`config.mk`:
```
export PLATFORM = sky130hd
export DESIGN_NAME = memory_access_stage_flat
export DESIGN_NICKNAME = d
export VERILOG_FILES = /design/src/rtl/memory_access_stage_if.sv /design/src/rtl/memory_access_stage.sv /design/src/flat_wrapper.sv
export SDC_FILE = /design/constraint.sdc
export NUM_CORES = 1
export LEC_CHECK = 0
export ABC_AREA = 1
export CAP_MARGIN = 20
export CORE_MARGIN = 1
export CORE_UTILIZATION = 48
export DETAILED_ROUTE_END_ITERATION = 8
export PLACE_DENSITY = 0.86
export SLEW_MARGIN = 20
export SYNTH_ARGS = -nofsm -noshare
export SYNTH_HDL_FRONTEND = slang
export SYNTH_SLANG_ARGS = --single-unit
```
`constraint.sdc`:
```
create_clock -name CLK -period 4.1 [get_ports CLK]
set_input_delay 1.025 -clock CLK [delete_from_list [all_inputs] [get_ports CLK]]
set_output_delay 1.025 -clock CLK [all_outputs]
set_load 0.02 [all_outputs]
```
`src/rtl/memory_access_stage_if.sv`:
```
// Data-cache request/response bus between the memory-access stage (master)
// and the data cache (slave).
interface memory_access_stage_if;
    // A request transfers on a rising edge where DCACHE_REQ_VALID and DCACHE_REQ_READY are both 1;
    // once VALID rises, WRITE/ADDR/WSTRB/WDATA stay stable until that edge. RESP_VALID has no ready.
    logic        DCACHE_REQ_VALID;
    logic        DCACHE_REQ_READY;
    logic        DCACHE_REQ_WRITE;
    logic [31:0] DCACHE_ADDR;
    logic [3:0]  DCACHE_WSTRB;
    logic [31:0] DCACHE_WDATA;
    logic        DCACHE_RESP_VALID;
    logic [31:0] DCACHE_RDATA;

    modport master (
        output DCACHE_REQ_VALID, DCACHE_REQ_WRITE, DCACHE_ADDR, DCACHE_WSTRB, DCACHE_WDATA,
        input  DCACHE_REQ_READY, DCACHE_RESP_VALID, DCACHE_RDATA
    );

    modport slave (
        input  DCACHE_REQ_VALID, DCACHE_REQ_WRITE, DCACHE_ADDR, DCACHE_WSTRB, DCACHE_WDATA,
        output DCACHE_REQ_READY, DCACHE_RESP_VALID, DCACHE_RDATA
    );
endinterface

```
`src/rtl/memory_access_stage.sv`:
```
// Memory-access pipeline stage: turns loads/stores into data-cache requests and registers write-back.
// Optional macro MEMORY_ACCESS_STAGE_MISALIGN_TRAP_EN: misaligned accesses flag MISALIGNED_OUT instead of issuing.
module memory_access_stage (
    input  logic                         CLK,
    input  logic                         RESET,
    input  logic                         CLEAR_MEMORY_STAGE,
    input  logic [31:0]                  ALU_IN,
    input  logic [4:0]                   RD_ADDRESS_IN,
    input  logic                         RD_WRITE_ENABLE_IN,
    input  logic [2:0]                   DATA_CACHE_LOAD_IN,
    input  logic [1:0]                   DATA_CACHE_STORE_IN,
    input  logic [31:0]                  DATA_CACHE_STORE_DATA_IN,
    memory_access_stage_if.master        dcache,
    output logic                         STALL_MEMORY_STAGE,
    output logic [4:0]                   RD_ADDRESS_OUT,
    output logic [31:0]                  RD_DATA_OUT,
    output logic                         RD_WRITE_ENABLE_OUT,
    output logic                         MISALIGNED_OUT,
    output logic [1:0]                   STATE_OUT
);
    typedef enum logic [1:0] {IDLE = 2'd0, REQ = 2'd1, WAIT = 2'd2} state_t;

    localparam logic [2:0] LD_LB = 3'd1, LD_LBU = 3'd2, LD_LH = 3'd3, LD_LHU = 3'd4, LD_LW = 3'd5;
    localparam logic [1:0] ST_SB = 2'd1, ST_SH = 2'd2, ST_SW = 2'd3;

    state_t      state;
    logic [1:0]  lane_q;
    logic [2:0]  load_q;
    logic [4:0]  rd_addr_q;
    logic        rd_we_q;
    logic        req_write_q;
    logic [31:0] req_addr_q;
    logic [3:0]  req_wstrb_q;
    logic [31:0] req_wdata_q;

    logic        in_is_load;
    logic        in_is_store;
    logic        in_bubble;
    logic        trap;
    logic [3:0]  st_wstrb;
    logic [31:0] st_wdata;
    logic [7:0]  load_byte;
    logic [15:0] load_half;
    logic [31:0] load_data;

    // Codes 110/111 decode as "no load"; a load always wins over a simultaneous store.
    assign in_is_load  = (DATA_CACHE_LOAD_IN != 3'd0) && (DATA_CACHE_LOAD_IN <= LD_LW);
    assign in_is_store = (DATA_CACHE_STORE_IN != 2'd0);
    assign in_bubble   = CLEAR_MEMORY_STAGE || (!in_is_load && !in_is_store);

`ifdef MEMORY_ACCESS_STAGE_MISALIGN_TRAP_EN
    logic in_misaligned;
    always_comb begin
        in_misaligned = 1'b0;
        if (in_is_load) begin
            case (DATA_CACHE_LOAD_IN)
                LD_LH, LD_LHU: in_misaligned = ALU_IN[0];
                LD_LW:         in_misaligned = |ALU_IN[1:0];
                default:       in_misaligned = 1'b0;
            endcase
        end else begin
            case (DATA_CACHE_STORE_IN)
                ST_SH:   in_misaligned = ALU_IN[0];
                ST_SW:   in_misaligned = |ALU_IN[1:0];
                default: in_misaligned = 1'b0;
            endcase
        end
    end
    assign trap = in_misaligned;
`else
    assign trap = 1'b0;
`endif

    always_comb begin
        st_wstrb = 4'b0000;
        st_wdata = 32'h0;
        case (DATA_CACHE_STORE_IN)
            ST_SB: begin
                st_wstrb = 4'b0001 << ALU_IN[1:0];
                st_wdata = {4{DATA_CACHE_STORE_DATA_IN[7:0]}};
            end
            ST_SH: begin
                st_wstrb = 4'b0011 << {ALU_IN[1], 1'b0};
                st_wdata = {2{DATA_CACHE_STORE_DATA_IN[15:0]}};
            end
            ST_SW: begin
                st_wstrb = 4'b1111;
                st_wdata = DATA_CACHE_STORE_DATA_IN;
            end
            default: begin
                st_wstrb = 4'b0000;
                st_wdata = 32'h0;
            end
        endcase
    end

    always_comb begin
        case (lane_q)
            2'd0:    load_byte = dcache.DCACHE_RDATA[7:0];
            2'd1:    load_byte = dcache.DCACHE_RDATA[15:8];
            2'd2:    load_byte = dcache.DCACHE_RDATA[23:16];
            default: load_byte = dcache.DCACHE_RDATA[31:24];
        endcase
        load_half = lane_q[1] ? dcache.DCACHE_RDATA[31:16] : dcache.DCACHE_RDATA[15:0];
        case (load_q)
            LD_LB:   load_data = {{24{load_byte[7]}}, load_byte};
            LD_LBU:  load_data = {24'h0, load_byte};
            LD_LH:   load_data = {{16{load_half[15]}}, load_half};
            LD_LHU:  load_data = {16'h0, load_half};
            default: load_data = dcache.DCACHE_RDATA;
        endcase
    end

    assign STALL_MEMORY_STAGE      = (state != IDLE);
    assign STATE_OUT               = state;
    assign dcache.DCACHE_REQ_VALID = (state == REQ);
    assign dcache.DCACHE_REQ_WRITE = req_write_q;
    assign dcache.DCACHE_ADDR      = req_addr_q;
    assign dcache.DCACHE_WSTRB     = req_wstrb_q;
    assign dcache.DCACHE_WDATA     = req_wdata_q;

    always_ff @(posedge CLK) begin
        if (RESET) begin
            state               <= IDLE;
            lane_q              <= 2'd0;
            load_q              <= 3'd0;
            rd_addr_q           <= 5'd0;
            rd_we_q             <= 1'b0;
            req_write_q         <= 1'b0;
            req_addr_q          <= 32'h0;
            req_wstrb_q         <= 4'b0000;
            req_wdata_q         <= 32'h0;
            RD_ADDRESS_OUT      <= 5'd0;
            RD_DATA_OUT         <= 32'h0;
            RD_WRITE_ENABLE_OUT <= 1'b0;
            MISALIGNED_OUT      <= 1'b0;
        end else begin
            RD_WRITE_ENABLE_OUT <= 1'b0;
            MISALIGNED_OUT      <= 1'b0;
            case (state)
                IDLE: begin
                    if (in_bubble) begin
                        RD_DATA_OUT         <= ALU_IN;
                        RD_ADDRESS_OUT      <= RD_ADDRESS_IN;
                        RD_WRITE_ENABLE_OUT <= RD_WRITE_ENABLE_IN && !CLEAR_MEMORY_STAGE;
                    end else if (trap) begin
                        MISALIGNED_OUT <= 1'b1;
                    end else begin
                        lane_q      <= ALU_IN[1:0];
                        load_q      <= in_is_load ? DATA_CACHE_LOAD_IN : 3'd0;
                        rd_addr_q   <= RD_ADDRESS_IN;
                        rd_we_q     <= RD_WRITE_ENABLE_IN;
                        req_write_q <= !in_is_load;
                        req_addr_q  <= {ALU_IN[31:2], 2'b00};
                        req_wstrb_q <= in_is_load ? 4'b0000 : st_wstrb;
                        req_wdata_q <= in_is_load ? 32'h0 : st_wdata;
                        state       <= REQ;
                    end
                end
                REQ: begin
                    if (dcache.DCACHE_REQ_READY) begin
                        state <= req_write_q ? IDLE : WAIT;
                    end
                end
                WAIT: begin
                    if (dcache.DCACHE_RESP_VALID) begin
                        RD_DATA_OUT         <= load_data;
                        RD_ADDRESS_OUT      <= rd_addr_q;
                        RD_WRITE_ENABLE_OUT <= rd_we_q;
                        state               <= IDLE;
                    end
                end
                default: state <= IDLE;
            endcase
        end
    end
endmodule

```
`src/flat_wrapper.sv`:
```
// flat-port wrapper written by rule: the top's interface ports become plain ports
module memory_access_stage_flat 
  (CLK, RESET, CLEAR_MEMORY_STAGE, ALU_IN, RD_ADDRESS_IN, RD_WRITE_ENABLE_IN, DATA_CACHE_LOAD_IN, DATA_CACHE_STORE_IN, DATA_CACHE_STORE_DATA_IN, STALL_MEMORY_STAGE, RD_ADDRESS_OUT, RD_DATA_OUT, RD_WRITE_ENABLE_OUT, MISALIGNED_OUT, STATE_OUT, dcache_DCACHE_REQ_VALID, dcache_DCACHE_REQ_WRITE, dcache_DCACHE_ADDR, dcache_DCACHE_WSTRB, dcache_DCACHE_WDATA, dcache_DCACHE_REQ_READY, dcache_DCACHE_RESP_VALID, dcache_DCACHE_RDATA);
  memory_access_stage_if dcache_i ();
  input  logic CLK;
  input  logic RESET;
  input  logic CLEAR_MEMORY_STAGE;
  input  logic [31:0] ALU_IN;
  input  logic [4:0] RD_ADDRESS_IN;
  input  logic RD_WRITE_ENABLE_IN;
  input  logic [2:0] DATA_CACHE_LOAD_IN;
  input  logic [1:0] DATA_CACHE_STORE_IN;
  input  logic [31:0] DATA_CACHE_STORE_DATA_IN;
  output logic STALL_MEMORY_STAGE;
  output logic [4:0] RD_ADDRESS_OUT;
  output logic [31:0] RD_DATA_OUT;
  output logic RD_WRITE_ENABLE_OUT;
  output logic MISALIGNED_OUT;
  output logic [1:0] STATE_OUT;
  output wire logic [$bits(dcache_i.DCACHE_REQ_VALID)-1:0] dcache_DCACHE_REQ_VALID;
  output wire logic [$bits(dcache_i.DCACHE_REQ_WRITE)-1:0] dcache_DCACHE_REQ_WRITE;
  output wire logic [$bits(dcache_i.DCACHE_ADDR)-1:0] dcache_DCACHE_ADDR;
  output wire logic [$bits(dcache_i.DCACHE_WSTRB)-1:0] dcache_DCACHE_WSTRB;
  output wire logic [$bits(dcache_i.DCACHE_WDATA)-1:0] dcache_DCACHE_WDATA;
  input wire logic [$bits(dcache_i.DCACHE_REQ_READY)-1:0] dcache_DCACHE_REQ_READY;
  input wire logic [$bits(dcache_i.DCACHE_RESP_VALID)-1:0] dcache_DCACHE_RESP_VALID;
  input wire logic [$bits(dcache_i.DCACHE_RDATA)-1:0] dcache_DCACHE_RDATA;
  assign dcache_DCACHE_REQ_VALID = dcache_i.DCACHE_REQ_VALID;
  assign dcache_DCACHE_REQ_WRITE = dcache_i.DCACHE_REQ_WRITE;
  assign dcache_DCACHE_ADDR = dcache_i.DCACHE_ADDR;
  assign dcache_DCACHE_WSTRB = dcache_i.DCACHE_WSTRB;
  assign dcache_DCACHE_WDATA = dcache_i.DCACHE_WDATA;
  assign dcache_i.DCACHE_REQ_READY = dcache_DCACHE_REQ_READY;
  assign dcache_i.DCACHE_RESP_VALID = dcache_DCACHE_RESP_VALID;
  assign dcache_i.DCACHE_RDATA = dcache_DCACHE_RDATA;
  memory_access_stage u_core (.CLK(CLK), .RESET(RESET), .CLEAR_MEMORY_STAGE(CLEAR_MEMORY_STAGE), .ALU_IN(ALU_IN), .RD_ADDRESS_IN(RD_ADDRESS_IN), .RD_WRITE_ENABLE_IN(RD_WRITE_ENABLE_IN), .DATA_CACHE_LOAD_IN(DATA_CACHE_LOAD_IN), .DATA_CACHE_STORE_IN(DATA_CACHE_STORE_IN), .DATA_CACHE_STORE_DATA_IN(DATA_CACHE_STORE_DATA_IN), .dcache(dcache_i), .STALL_MEMORY_STAGE(STALL_MEMORY_STAGE), .RD_ADDRESS_OUT(RD_ADDRESS_OUT), .RD_DATA_OUT(RD_DATA_OUT), .RD_WRITE_ENABLE_OUT(RD_WRITE_ENABLE_OUT), .MISALIGNED_OUT(MISALIGNED_OUT), .STATE_OUT(STATE_OUT));
endmodule
```
Word level (Yosys, flattened, before mapping)
Index checks and enable logic that the tools add are counted.
- bits in registers: 118
- bits in latches: 0
- RAM bits: 0
- memory bits (read-only): 0
- input port bits: 112
- output and inout port bits: 112
- memories: 0
- $add $sub $neg: 0
- multiply operators: 0
- div/mod/pow operators: 0
- order comparisons: 1
- equality and inequality tests: 15
- shifts and indexed selects: 2
- muxes and demuxes: 22
- bitwise gates (word level): 1
- reductions and logical operators: 16
- operators with widths (operator ; count):
    one-hot mux 32 bit (4 select lines) ; 1
    2-to-1 mux 32 bit ; 3
    one-hot mux 32 bit (3 select lines) ; 1
    one-hot mux 32 bit (2 select lines) ; 1
    one-hot mux 8 bit (3 select lines) ; 1
    2-to-1 mux 16 bit ; 1
    one-hot mux 4 bit (3 select lines) ; 1
    2-to-1 mux 5 bit ; 2
    one-hot mux 5 bit (2 select lines) ; 1
    == test 2 bit, second input constant ; 4
    2-to-1 mux 2 bit ; 4
    == test 2 x 1 -> 1 bit, second input constant ; 3
    == test 3 x 2 -> 1 bit, second input constant ; 2
    one-hot mux 2 bit (3 select lines) ; 1
    AND reduction 3 bit ; 2
    nonzero test 2 bit ; 3
    logical NOT 2 bit ; 2
    2-to-1 mux 4 bit ; 1
    != test 2 x 1 -> 1 bit, second input constant ; 2
    != test 2 bit, second input constant ; 2
    << shifter 1 x 2 -> 4 bit, first input constant ; 1
    << shifter 2 x 2 -> 4 bit, first input constant ; 1
    == test 3 x 1 -> 1 bit, second input constant ; 1
    == test 3 bit, second input constant ; 1
    other kinds (10) ; 15

Depth between registers and ports, before layout
- depth after elaboration: 7
- mapped depth: 11

Worst setup path before layout
Ideal clock, no wire load.
- kind: input to register
- start: input DATA_CACHE_STORE_IN[1]
- end: register u_core.RD_DATA_OUT[15]
- data arrival time: 2.047 ns
- required time: 3.985 ns
- slack: 1.938 ns
- stages: 10
- path buffers: 2
- cell sequence: buf_2 nor2_1 nand2_2 nand2_1 nand2_1 nand2_2 inv_2 buf_2 a21oi_1 nor2_1
- longest elaborated chain between the ends: 6
- ends and longest elaborated chain (element ; RTL line ; source):
    from (decl) ; flat_wrapper.sv:12 ; input logic [1:0] DATA_CACHE_STORE_IN;
    nonzero test 2 bit ; memory_access_stage.sv:48 ; assign in_is_store = (DATA_CACHE_STORE_IN != 2'd0);
    logical NOT 1 bit ; memory_access_stage.sv:49 ; assign in_bubble = CLEAR_MEMORY_STAGE || (!in_is_load && !in_is_store);
    logical AND 1 bit ; memory_access_stage.sv:49 ;
    logical OR 1 bit ; memory_access_stage.sv:49 ;
    != test 2 x 1 -> 1 bit (no source line) ; n/a ;
    AND reduction 3 bit (no source line) ; n/a ;
    to (signal assigned) ; memory_access_stage.sv:167 ; RD_DATA_OUT <= load_data;
    to (decl) ; memory_access_stage.sv:16 ; output logic [31:0] RD_DATA_OUT,
No other way between the ends.
A chain may end at the register's enable or synchronous reset.

Final worst setup path
- start: input DATA_CACHE_LOAD_IN[1]
- end: register u_core.RD_DATA_OUT[22]
- longest elaborated chain between the ends: 7
- ends and longest elaborated chain (element ; RTL line ; source):
    from (decl) ; flat_wrapper.sv:11 ; input logic [2:0] DATA_CACHE_LOAD_IN;
    <= comparator 3 bit / nonzero test 3 bit (equally long branches) ; memory_access_stage.sv:47 ; assign in_is_load = (DATA_CACHE_LOAD_IN != 3'd0) && (DATA_CACHE_LOAD_IN <= LD_LW);
    logical AND 1 bit * ; memory_access_stage.sv:47 ;
    logical NOT 1 bit * ; memory_access_stage.sv:49 ;
    logical AND 1 bit * ; memory_access_stage.sv:49 ;
    logical OR 1 bit * ; memory_access_stage.sv:49 ;
    != test 2 x 1 -> 1 bit (no source line) * ; n/a ;
    AND reduction 3 bit (no source line) * ; n/a ;
Mark *: on every way between the ends. The rest lies on a longest branch, timed or not.

==> impl_metrics.yaml <==
synthesis:
  synth_flop_cell: "dfxtp_1"
  synthXorXnorAreaFrac: 0
  synth.area.mux_share: 0
  synth-compound-area-share: 0.206
  synth_area_um2: 6010
  synth.yosys.seq_area_share: 0.393
  yosys_warnings: 0
  synth_seq_cells: 118
  synthTopCellsByArea: "dfxtp_1, nand2_1, a21oi_1"
  ys_types: 30
  synth_top_area_share: 0.393
  async_reset_ff_frac: 0
  synth_top_family_by_area: "simple AND/OR/NAND/NOR gates"
  yosys.area_share.adder: 0
  syn_inst: 898
  avgSynthCellArea_um2: 6.69
  synth_edf_count: 0
  synthSimpleGateAreaFrac: 0.310
  synth_top_cell_by_area: "dfxtp_1"
power:
  switching_power_mw: 1.07
  p_per_area_nw_per_um2: 416
  p_clk_frac: 0.414
  p_leak_nw: 3.65
  power_frac_comb: 0.229
  ir_drop_mv: 0.255
  p_int_mw: 2.57
  swShare: 0.294
  power_frac_seq: 0.357
clock_network:
  clockBufferDepth: 2
  cts_resized: 0
  cts_hold_buf: 0
  post_cts_buffers: 0
  cts.sinks: 118
  htreeDepth: 4
  cts_buffers: 17
  clk_pin_slew_ps: 50
  clock_latency_ps: 420
  cts_tree: "yes"
  root_buffer: "clkbuf_16"
worst_setup_path:
  worst-endpoint-required_ps: 4440
  worst-r2r-cell-count: 8
  r2r_slack_ps: 1680
  r2r_start: "u_core.lane_q[1]$_SDFFE_PP0P_"
  start_kind: "input pin"
  path_class: "input pin to flop"
  cp-end-kind: "flop"
  r2r_end: "u_core.RD_DATA_OUT[28]$_SDFFE_PP0P_"
  cp_data_arrival_time_ps: 3300
  crit_fanout: 43
route:
  vias_per_cell: 5.32
  vias: 6750
  first_pass_iters: 5
  wirelength_mm: 19.8
  ant_nets: 0
  wl_per_cell_um: 15.6
  post-route-drc-count: 0
  initialDrtViolationCount: 673
run_status:
  status: "finished, final reports clean"
layout:
  synthToLayoutAreaGrowth_pct: 45.7
  fin_nets: 1199
  seqCellArea_um2: 2360
  multi_input_area_um2: 3120
  n_fill_cell: 1001
  n_antenna_cell: 0
  finalNonFillerCells: 1268
  final_util: 0.723
  drive_above_1_share: 0.0718
timing:
  grt_setup_unrepaired: "false"
  slew_headroom: 0.341
  tightest_slew_ps: 987
  setup_tns_ps: 0
  skew_ps: 5.48
  period_needed_ps: 2950
  min_period_over_period: 0.720
  drv_slew: 0
  maxClockFrequency_ghz: 0.339
  hold_viol: 0
  final-setup-viol-count: 0
global_routing:
  grt_pass1_vias: 6130
  antenna_found_initial: 0
  gr-total-overflow: 0
  grt.total_usage: 0.301
  grt_pass1_wl_mm: 30.2
  grt_start_max_net_pins: 96
floorplanning:
  row_count: 40
  fp.dieW_um: 114
  start_util: 0.496
  dieArea_um2: 13000
  core_area_um2: 12100
  pin_count: 224
  die_h_um: 114
worst_hold_path:
  holdPathStages: 2
  holdCritPathClass: "flop to flop"
  min_to: "u_core.rd_addr_q[3]$_SDFFE_PP0P_"
  worstHoldStart: "u_core.rd_addr_q[3]$_SDFFE_PP0P_"
place:
  hpwl_mm: 13.9
  post-place-cells: 1236
  gp_congestion: 0.888
  port_buffers: 220
run:
  maxCapViolations: 0
## critical path: stages
cell and delay [ps]:
clkdlybuf4s50_1 450, nor2_1 140, nand2_2 70, nand2_2 210, nand2_2 120, nand2_1 110
nand2_1 90, nand2_2 320, buf_4 460, o21bai_1 140, a21oi_1 140
## sequential cells by signal, indices dropped and copies added (netlist names), 2 cells and up
name	count
u_core.RD_ADDRESS_OUT	5
u_core.lane_q	2
u_core.dcache.DCACHE_WSTRB	4
u_core.load_q	3
u_core.dcache.DCACHE_WDATA	32
u_core.STATE_OUT	2
u_core.dcache.DCACHE_ADDR	30
u_core.rd_addr_q	5
u_core.RD_DATA_OUT	32
## worst max-delay path by stage
stage	startpoint	endpoint	slack (ps)	cells past startpoint
after floorplan	DATA_CACHE_STORE_IN[1]	u_core.RD_DATA_OUT[15]$_SDFFE_PP0P_	1940	10
after global placement	DATA_CACHE_LOAD_IN[1]	u_core.RD_DATA_OUT[6]$_SDFFE_PP0P_	910	11
after detailed placement	DATA_CACHE_LOAD_IN[1]	u_core.RD_DATA_OUT[28]$_SDFFE_PP0P_	790	11
after CTS	DATA_CACHE_LOAD_IN[1]	u_core.RD_DATA_OUT[22]$_SDFFE_PP0P_	1200	11
after global routing	DATA_CACHE_LOAD_IN[1]	u_core.RD_DATA_OUT[1]$_SDFFE_PP0P_	990	11
final	DATA_CACHE_LOAD_IN[1]	u_core.RD_DATA_OUT[22]$_SDFFE_PP0P_	1150	11
## layout make-up
| type | count | area share |
|---|---|---|
| Multi-Input combinational cell | 664 | 0.356 |
| Clock inverter | 7 | 0.0106 |
| Inverter | 61 | 0.0262 |
| Tap cell | 168 | 0.0240 |
| Clock buffer | 25 | 0.0577 |
| Sequential cell | 118 | 0.270 |
| Timing Repair Buffer | 225 | 0.255 |
## cells in the mapped netlist, types with 12 or more instances
| master | count |
|---|---|
| buf_2 | 19 |
| o21ai_1 | 12 |
| nand3_1 | 36 |
| or2_2 | 22 |
| nand2_1 | 298 |
| o21ai_0 | 43 |
| nor2_1 | 57 |
| inv_1 | 55 |
| clkbuf_1 | 25 |
| dfxtp_1 | 118 |
| o21bai_1 | 32 |
| o211ai_1 | 15 |
| a21oi_1 | 112 |
## through the flow
stage / total power, mW / cell area (um^2) / worst slack (ps) / hold slack [ps]
finish: 3.64 / 8750 / 1150 / 448
global route: 3.76 / 8750 / 988 / 477
CTS: 3.64 / 8750 / 1200 / 447
detailed placement: 2.14 / 8160 / 788 / 439
global placement: 2.13 / 8160 / 910 / 434
floorplan: 1.79 / 6010 / 1940 / 425
## cells by family after synthesis
family                 count (synthesis)
AOI/OAI and AO/OA                    220
buffers and inverters                118
DFF                                  118
other                                  1
and+or+nand+nor                      441
## power by group through the flow
stage               Clock (mW)  Sequential, mW  Combinational (mW)
floorplan                    0            1.40               0.390
global placement             0            1.32               0.812
detailed placement           0            1.32               0.824
CTS                       1.51            1.30               0.831
global route              1.55            1.31               0.901
finish                    1.51            1.30               0.835
## layout by cell type (no fill, tap or decap), types with 8 or more instances in the layout
cell type	netlist	routed
o21bai_1	32	32
o21ai_0	43	43
clkdlybuf4s50_1	0	219
or2_2	22	22
o211ai_1	15	15
nand4_1	10	10
inv_1	55	55
clkbuf_16	0	17
nand2_1	298	298
dfxtp_1	118	118
a21oi_1	112	112
nor2_1	57	57
o21ai_1	12	12
nand3_1	36	36
nand2_2	8	8
## metal layers
layer	up-vias	wire, um	GRT usage
li1	3284	-	-
met1	3052	7990	0.360
met3	55	1700	0.0670
met4	0	678	0.150
met2	359	9450	0.509
met5	-	0	0
(Power assumes the default switching activity.)
